[config.mk]
export PLATFORM = sky130hd
export DESIGN_NAME = arbitro_mem_asteroide
export DESIGN_NICKNAME = d
export VERILOG_FILES = /design/src/rtl/arbitro_pkg.sv /design/src/rtl/arbitro_rr_prioridade.sv /design/src/rtl/arbitro_mem_asteroide.sv
export SDC_FILE = /design/constraint.sdc
export NUM_CORES = 1
export LEC_CHECK = 0
export CORE_MARGIN = 2
export CORE_UTILIZATION = 45
export CTS_CLUSTER_DIAMETER = 100
export DETAILED_ROUTE_END_ITERATION = 10
export PLACE_DENSITY_LB_ADDON = 0.3
export SLEW_MARGIN = 15
export SYNTH_ARGS = -nofsm -noshare
export SYNTH_HDL_FRONTEND = slang
export SYNTH_SLANG_ARGS = --single-unit
[constraint.sdc]
create_clock -name clock -period 1.9 [get_ports clock]
set_clock_uncertainty 0.15 [all_clocks]
set_input_delay 0.19 -clock clock [delete_from_list [all_inputs] [get_ports clock]]
set_output_delay 0.19 -clock clock [all_outputs]
set_load 0.01 [all_outputs]
[src/rtl/arbitro_pkg.sv]
// Shared definitions for the asteroid-memory arbiter: FSM state codes,
// requester indices and the "no owner" memory-select value.
package arbitro_pkg;

  // FSM state codes; db_arbitro exposes these values directly.
  typedef enum logic [3:0] {
    ST_INICIAL = 4'h0,
    ST_OCIOSO  = 4'h1,
    ST_CONCEDE = 4'h2,
    ST_ATIVO   = 4'h3,
    ST_LIBERA  = 4'h4,
    ST_ERRO    = 4'hF
  } estado_t;

  // Requester indices (bit positions in req/done/grant).
  localparam logic [1:0] REQ_GERA       = 2'd0;
  localparam logic [1:0] REQ_MOVE       = 2'd1;
  localparam logic [1:0] REQ_RENDER     = 2'd2;
  localparam logic [1:0] MEM_SEL_NENHUM = 2'b11;

  // One-hot decode of a requester index; index 3 selects nobody.
  function automatic logic [2:0] onehot3(input logic [1:0] idx);
    case (idx)
      REQ_GERA:   return 3'b001;
      REQ_MOVE:   return 3'b010;
      REQ_RENDER: return 3'b100;
      default:    return 3'b000;
    endcase
  endfunction

  // Next requester index in the 0 -> 1 -> 2 -> 0 rotation.
  function automatic logic [1:0] proximo(input logic [1:0] idx);
    case (idx)
      REQ_GERA: return REQ_MOVE;
      REQ_MOVE: return REQ_RENDER;
      default:  return REQ_GERA;
    endcase
  endfunction

endpackage

[src/rtl/arbitro_rr_prioridade.sv]
// Combinational round-robin priority search over the three requesters.
// The search starts just after the last released owner (ultimo).
module arbitro_rr_prioridade
  import arbitro_pkg::*;
(
  input  logic [2:0] req,
  input  logic [1:0] ultimo,
  output logic [1:0] vencedor,
  output logic       valido
);

  logic [1:0] cand0_s;
  logic [1:0] cand1_s;
  logic [1:0] cand2_s;

  // Candidate order: ultimo+1, ultimo+2, ultimo+3 (mod 3).
  always_comb begin
    cand0_s = proximo(ultimo);
    cand1_s = proximo(cand0_s);
    cand2_s = proximo(cand1_s);
  end

  // First requesting candidate in rotation order wins.
  always_comb begin
    vencedor = REQ_GERA;
    valido   = 1'b0;
    if (|(req & onehot3(cand0_s))) begin
      vencedor = cand0_s;
      valido   = 1'b1;
    end else if (|(req & onehot3(cand1_s))) begin
      vencedor = cand1_s;
      valido   = 1'b1;
    end else if (|(req & onehot3(cand2_s))) begin
      vencedor = cand2_s;
      valido   = 1'b1;
    end else begin
      vencedor = REQ_GERA;
      valido   = 1'b0;
    end
  end

endmodule

[src/rtl/arbitro_mem_asteroide.sv]
// Round-robin arbiter for the asteroid memory (generator, mover, renderer).
// Optional watchdog: define ARB_TIMEOUT_EN to revoke a grant held for
// TIMEOUT_CICLOS cycles in ATIVO without a release strobe.
// All outputs are registered from next-state values, so they follow the
// Moore state exactly and clear asynchronously with reset.
module arbitro_mem_asteroide
  import arbitro_pkg::*;
#(
  parameter int unsigned TIMEOUT_CICLOS = 255
) (
  input  logic       clock,
  input  logic       reset,
  input  logic [2:0] req,
  input  logic [2:0] done,
  output logic [2:0] grant,
  output logic [1:0] mem_sel,
  output logic       ocupado,
  output logic       timeout,
  output logic [3:0] db_arbitro
);

  estado_t    state_q,    state_d;
  logic [1:0] vencedor_q, vencedor_d;
  logic [1:0] ultimo_q,   ultimo_d;
  logic [2:0] grant_q,    grant_d;
  logic [1:0] mem_sel_q,  mem_sel_d;
  logic       ocupado_q,  ocupado_d;
  logic [3:0] db_q,       db_d;
  logic       timeout_d;

  logic [1:0] rr_vencedor_s;
  logic       rr_valido_s;
  logic       done_dono_s;

`ifdef ARB_TIMEOUT_EN
  localparam logic [7:0] LIMITE_CNT = 8'(TIMEOUT_CICLOS - 1);
  logic [7:0] cnt_q, cnt_d;
  logic       timeout_q;
`else
  // Without the watchdog the limit has no effect.
  localparam logic [7:0] LIMITE_CNT = 8'(TIMEOUT_CICLOS - 1);
  logic unused_limite_s;
  assign unused_limite_s = ^LIMITE_CNT;
`endif

  arbitro_rr_prioridade u_rr (
    .req      (req),
    .ultimo   (ultimo_q),
    .vencedor (rr_vencedor_s),
    .valido   (rr_valido_s)
  );

  // Release strobe from the current owner only; other done bits are ignored.
  always_comb begin
    done_dono_s = |(done & onehot3(vencedor_q));
  end

  // Next-state, owner bookkeeping and watchdog counter.
  always_comb begin
    state_d    = state_q;
    vencedor_d = vencedor_q;
    ultimo_d   = ultimo_q;
    timeout_d  = 1'b0;
`ifdef ARB_TIMEOUT_EN
    cnt_d      = cnt_q;
`endif
    case (state_q)
      ST_INICIAL: begin
        state_d = ST_OCIOSO;
      end
      ST_OCIOSO: begin
        if (rr_valido_s) begin
          vencedor_d = rr_vencedor_s;
          state_d    = ST_CONCEDE;
        end else begin
          state_d = ST_OCIOSO;
        end
      end
      ST_CONCEDE: begin
        // done is ignored here; the grant always reaches ATIVO.
        state_d = ST_ATIVO;
`ifdef ARB_TIMEOUT_EN
        cnt_d   = 8'd0;
`endif
      end
      ST_ATIVO: begin
        if (done_dono_s) begin
          // done wins over a simultaneous watchdog expiry.
          state_d = ST_LIBERA;
`ifdef ARB_TIMEOUT_EN
        end else if (cnt_q == LIMITE_CNT) begin
          state_d   = ST_LIBERA;
          timeout_d = 1'b1;
        end else begin
          state_d = ST_ATIVO;
          cnt_d   = cnt_q + 8'd1;
        end
`else
        end else begin
          state_d = ST_ATIVO;
        end
`endif
      end
      ST_LIBERA: begin
        ultimo_d = vencedor_q;
        state_d  = ST_OCIOSO;
      end
      ST_ERRO: begin
        state_d = ST_ERRO;
      end
      default: begin
        // Corrupted state code: park until reset.
        state_d = ST_ERRO;
      end
    endcase
  end

  // Output decode from the next state so registered outputs match the state.
  always_comb begin
    grant_d   = 3'b000;
    mem_sel_d = MEM_SEL_NENHUM;
    ocupado_d = 1'b0;
    db_d      = state_d;
    if ((state_d == ST_CONCEDE) || (state_d == ST_ATIVO)) begin
      grant_d   = onehot3(vencedor_d);
      mem_sel_d = vencedor_d;
      ocupado_d = 1'b1;
    end else begin
      grant_d   = 3'b000;
      mem_sel_d = MEM_SEL_NENHUM;
      ocupado_d = 1'b0;
    end
  end

  // FSM state and owner registers.
  always_ff @(posedge clock or negedge reset) begin
    if (!reset) begin
      state_q    <= ST_INICIAL;
      vencedor_q <= REQ_GERA;
      ultimo_q   <= REQ_RENDER;
    end else begin
      state_q    <= state_d;
      vencedor_q <= vencedor_d;
      ultimo_q   <= ultimo_d;
    end
  end

  // Registered outputs.
  always_ff @(posedge clock or negedge reset) begin
    if (!reset) begin
      grant_q   <= 3'b000;
      mem_sel_q <= MEM_SEL_NENHUM;
      ocupado_q <= 1'b0;
      db_q      <= 4'h0;
    end else begin
      grant_q   <= grant_d;
      mem_sel_q <= mem_sel_d;
      ocupado_q <= ocupado_d;
      db_q      <= db_d;
    end
  end

`ifdef ARB_TIMEOUT_EN
  // Watchdog counter and the one-cycle revoke pulse shown during LIBERA.
  always_ff @(posedge clock or negedge reset) begin
    if (!reset) begin
      cnt_q     <= 8'd0;
      timeout_q <= 1'b0;
    end else begin
      cnt_q     <= cnt_d;
      timeout_q <= timeout_d;
    end
  end

  assign timeout = timeout_q;
`else
  logic unused_timeout_s;
  assign unused_timeout_s = timeout_d;
  assign timeout          = 1'b0;
`endif

  assign grant      = grant_q;
  assign mem_sel    = mem_sel_q;
  assign ocupado    = ocupado_q;
  assign db_arbitro = db_q;

endmodule

* Word-level counts from Yosys, hierarchy flattened
Cells that the tools add are included.
W data, S select, Z words.
** Word-level totals
- Register bits after elaboration :: 14
- Input port bits :: 8
- Output and inout port bits :: 11
- Logic and storage cells :: 65
** Cells by class
- Equal/unequal tests :: 17
- Muxes and demuxes :: 25
- Bitwise logic cells :: 4
- Reduce and logical (&&, ||, !) cells :: 13
** Operator list (count)
- $pmux W3 S3 :: 5
- $eq A4 B2 Y1 const B :: 4
- $pmux W4 S4 :: 1
- $mux W3 :: 5
- $mux W2 :: 7
- $and A3 B3 Y3 :: 4
- $eq A2 B1 Y1 const B :: 6
- $logic_not A2 Y1 :: 6
- $pmux W2 S2 :: 3
- $reduce_or A3 Y1 :: 4
- $eq A2 B2 Y1 const B :: 5
- $eq A4 B1 Y1 const B :: 1
- $eq A4 B3 Y1 const B :: 1
- $logic_not A4 Y1 :: 1
- $mux W1 :: 4
- $reduce_or A2 Y1 :: 1
- $logic_or A1 B1 Y1 :: 1

* Longest topological paths before layout
- Word-level depth :: 21
- Mapped depth :: 4
- Gate-level depth less buffers :: 4

* Modules after synthesis
Synthesis repeated with hierarchy kept, for this count alone.
** Unflattened totals
- Cells, all modules :: 61
- Area, all modules :: 701.9 sq um
** By module, submodules not included
- arbitro_mem_asteroide :: instances 1, cells each 53, area each 651.9 sq um, sequential area each 354.1 sq um
- arbitro_rr_prioridade :: instances 1, cells each 8, area each 50.0 sq um, sequential area each 0.0 sq um

* Worst setup path after synthesis
No wires, ideal clock.
- Path kind :: register -> register
- Start :: reg db_arbitro[0] (netlist name)
- End :: reg ultimo_q[0]
- Setup time :: 125 ps
- Arrival time :: 1150 ps
- Data required time :: 1625 ps
- Setup slack :: 475 ps
- Cell stages (with the launch flop) :: 3
- Buffers on the path :: 0
- Period minus slack after synthesis :: 1425 ps
- Cells stage by stage :: dfrtp_1 -> nor4b_2 -> mux2_2
** RTL lines
- end signal: assignment :: line arbitro_mem_asteroide.sv:144 : ultimo_q <= ultimo_d;
- end: declaration :: line arbitro_mem_asteroide.sv:24 : logic [1:0] ultimo_q, ultimo_d;

* Worst setup path after layout
- Start :: reg db_q[1] (netlist: db_arbitro[1])
- End :: out db_arbitro[1]
** RTL lines
- start: declaration :: line arbitro_mem_asteroide.sv:28 : logic [3:0] db_q, db_d;
- start signal: assignment :: line arbitro_mem_asteroide.sv:154 : db_q <= 4'h0;
- start signal: assignment :: line arbitro_mem_asteroide.sv:159 : db_q <= db_d;
- end: declaration :: line arbitro_mem_asteroide.sv:19 : output logic [3:0] db_arbitro
No word-level cell between the ends.

==> impl_metrics.py <==
metrics = {
    "status": {
        "status": "complete, no violations",
    },
    "synth": {
        "synth_top_area_share_pct": 40.9,
        "synthArstFlopShare_pct": 100,
        "ys_ff_latch": 14,
        "synth-seq-area-share_pct": 52.6,
        "synthXorXnorAreaFrac_pct": 0,
        "synthDistinctLibCells": 31,
        "synth_cells": 59,
        "synth_top_family_by_area": "simple AND/OR/NAND/NOR gates",
        "synth_compound_area_share_pct": 19.1,
        "synth-edff-count": 0,
        "synthFlopType": "dfrtp_1",
        "ys_top_cells_by_area": "dfrtp_1 (41%), dfstp_2 (12%), nor4b_4 (3.5%)",
        "syn_avg_cell_area_sq_um": 11.4,
        "synthMuxAreaShare_pct": 4.83,
        "synth-simple-area-share_pct": 20.1,
        "yosys.area_share.adder_pct": 0,
        "yosys_warnings": 0,
        "yosys.area.top_type": "dfrtp_1",
        "syn-num-nets": 67,
        "syn_area_sq_um": 673,
    },
    "clock_tree": {
        "clk_latency_ns": 0.27,
        "numCtsBuffers": 3,
        "clkSinkCount": 14,
        "clock_path_buffers": 2,
        "cts_setup_buffers": 0,
        "post_cts_resized": 0,
        "clock-root-buffer": "clkbuf_4",
        "cts_tree": "built",
        "clk_pin_slew_ns": 0.09,
        "cts-hold-fix-buffers": 0,
        "htreeDepth": 1,
    },
    "place": {
        "place_ws_ns": 0.230,
        "gp_congestion": 0.797,
        "place_area_sq_um": 862,
        "post-dp-hpwl_mm": 1.00,
        "port-buffer-count": 17,
    },
    "final_layout": {
        "fin_area_sq_um": 898,
        "drive_gt1_share_pct": 21.3,
        "area_delta_synth_final_pct": 33.5,
        "n_antenna_cell": 0,
        "fin_nets": 89,
        "multi_input_area_sq_um": 300,
        "final_core_util_pct": 66.5,
        "regArea_sq_um": 354,
        "num-fill-cells": 108,
    },
    "sta": {
        "fin_crit_ns": 1.70,
        "setup_ws_ns": 0.198,
        "fin_setup_tns_ns": 0,
        "worst_hold_slack_ns": 0.150,
        "fin_crit_sh_pct": 89.6,
        "tightestPinTransition_ns": 0.635,
        "rsz0062_at_grt": "no",
        "slew_violations": 0,
        "maxSlewHeadroom_pct": 57.5,
        "hold_violations": 0,
        "max_freq_mhz": 588,
        "setup_violations": 0,
    },
    "setup_path": {
        "critical_path.max_stage_delay_ns": 0.59,
        "cp_slowest_cell": "clkdlybuf4s50_1",
        "critPathTopFamily": "buffers and inverters",
        "cp_cell_sequence": "clkdlybuf4s50_1",
        "critPathBufInv": 1,
        "crit_required_ns": 1.56,
        "critPathMaxFanout": 6,
        "cp.arrival_ns": 1.36,
        "critPathKind": "flip-flop to output pin",
        "end_kind": "output pin",
        "worstSetupStartpointType": "flip-flop",
    },
    "detailed_routing": {
        "ant_nets": 0,
        "drc": 0,
        "viasPerCell": 5.54,
        "routedWlPerCell_um": 13.6,
        "first_pass_iters": 4,
        "drt-total-wl_mm": 1.29,
        "routed-via-count": 526,
        "drtIter0Drc": 11,
    },
    "global_route": {
        "grt_pass1_vias": 478,
        "grt-ovfl-total": 0,
        "grt_pass1_wl_mm": 2.12,
        "grt_max_degree": 15,
        "grt_usage_pct": 15.5,
        "grt_antenna_before_repair": 0,
    },
    "floorplan": {
        "die_w_um": 42.7,
        "pin_count": 19,
        "core_area_sq_um": 1350,
        "num_rows": 13,
        "start_util_pct": 49.9,
        "die_area_sq_um": 1820,
        "die_h_um": 42.7,
    },
    "power_and_ir_drop": {
        "power.density_nw_per_um2": 609,
        "power_leakage_uw": 0.000371,
        "peakVddDrop_v": 0.000599,
    },
    "job": {
        "drv_cap": 0,
    },
    "hold_path": {
        "hp-class": "input port to async pin",
    },
}
[metrics by stage]
step / std cells / total power (uW)
floorplan: 59 / 317
global placement: 91 / 341
detailed placement: 91 / 341
CTS: 95 / 552
global route: 95 / 567
finish: 95 / 547
[power by group]
part / switching (uW) / internal (uW) / leakage, uW
sequential: 0 / 298 / 0.000164
combinational: 19.4 / 18.0 / 0.000185
clock: 95.3 / 116 / 0.0000210
[cell families (layout without fill, tap and decap cells)]
logic type / count (synthesis) / count (layout)
and+or+nand+nor: 20 / 20
DFF: 14 / 14
other: 1 / 1
muxes: 3 / 3
buffers and inverters: 4 / 25
AOI/OAI and AO/OA: 17 / 17
[synth_stat cells, types with 2 or more instances]
| cell | n |
|---|---|
| and2_1 | 2 |
| a31oi_1 | 2 |
| nand2_1 | 5 |
| a21o_1 | 2 |
| dfrtp_1 | 11 |
| nor2b_1 | 2 |
| dfstp_2 | 3 |
| nor2_1 | 4 |
| mux2_2 | 2 |
| o21ai_1 | 3 |
| inv_1 | 3 |
[final timing paths]
kind / startpoint / end / slack, ns / depth (start not counted)
max: db_arbitro[1] / db_arbitro[1] / 0.20 / 1
max in group asynchronous: reset / grant[1] / 1.03 / 1
max reg2reg: db_arbitro[1] / vencedor_q[0] / 0.36 / 4
min reg2reg: ultimo_q[0] / ultimo_q[0] / 0.40 / 1
min in group clock: ultimo_q[0] / ultimo_q[0] / 0.40 / 1
min: reset / db_arbitro[3] / 0.15 / 1
[layout by cell type, fill, tap and decap left out]
cell and n:
a21boi_1 1, a21o_1 2, a21oi_1 1, a31oi_1 2, a32o_1 1, and2_1 2
buf_4 1, clkbuf_4 3, clkbuf_8 1, clkdlybuf4s50_1 17, conb_1 1, dfrtp_1 11
dfstp_2 3, inv_1 3, mux2_2 2, mux2i_1 1, nand2_1 5, nand2_2 1
nand2b_1 1, nand3b_1 1, nor2_1 4, nor2b_1 2, nor3_2 1, nor3b_1 1
nor4b_2 1, nor4b_4 1, o211ai_1 1, o21a_1 1, o21ai_0 1, o21ai_1 3
o22ai_1 1, o2bb2ai_2 1, o31a_2 1, o31ai_2 1
[registers in the layout, summed over array words and instances, names as in the netlist]
name and count:
grant 3, vencedor_q 2, ocupado 1, mem_sel 2, ultimo_q 2, db_arbitro 4
[layer usage]
layer	part of all wire [%]	track usage [%]
met5	0	0
met4	0.39	3.75
met3	7.0	4.26
met2	46	24.8
met1	47	20.7
[cell type report]
type	count	share of cell area, %
flip-flops and latches	14	39.4
multi-input cells	41	33.4
repair buffers	18	19.8
clock buffers	4	4.04
well taps	15	2.09
inverters	3	1.25
Note: power is estimated with default switching activity, not from simulation.
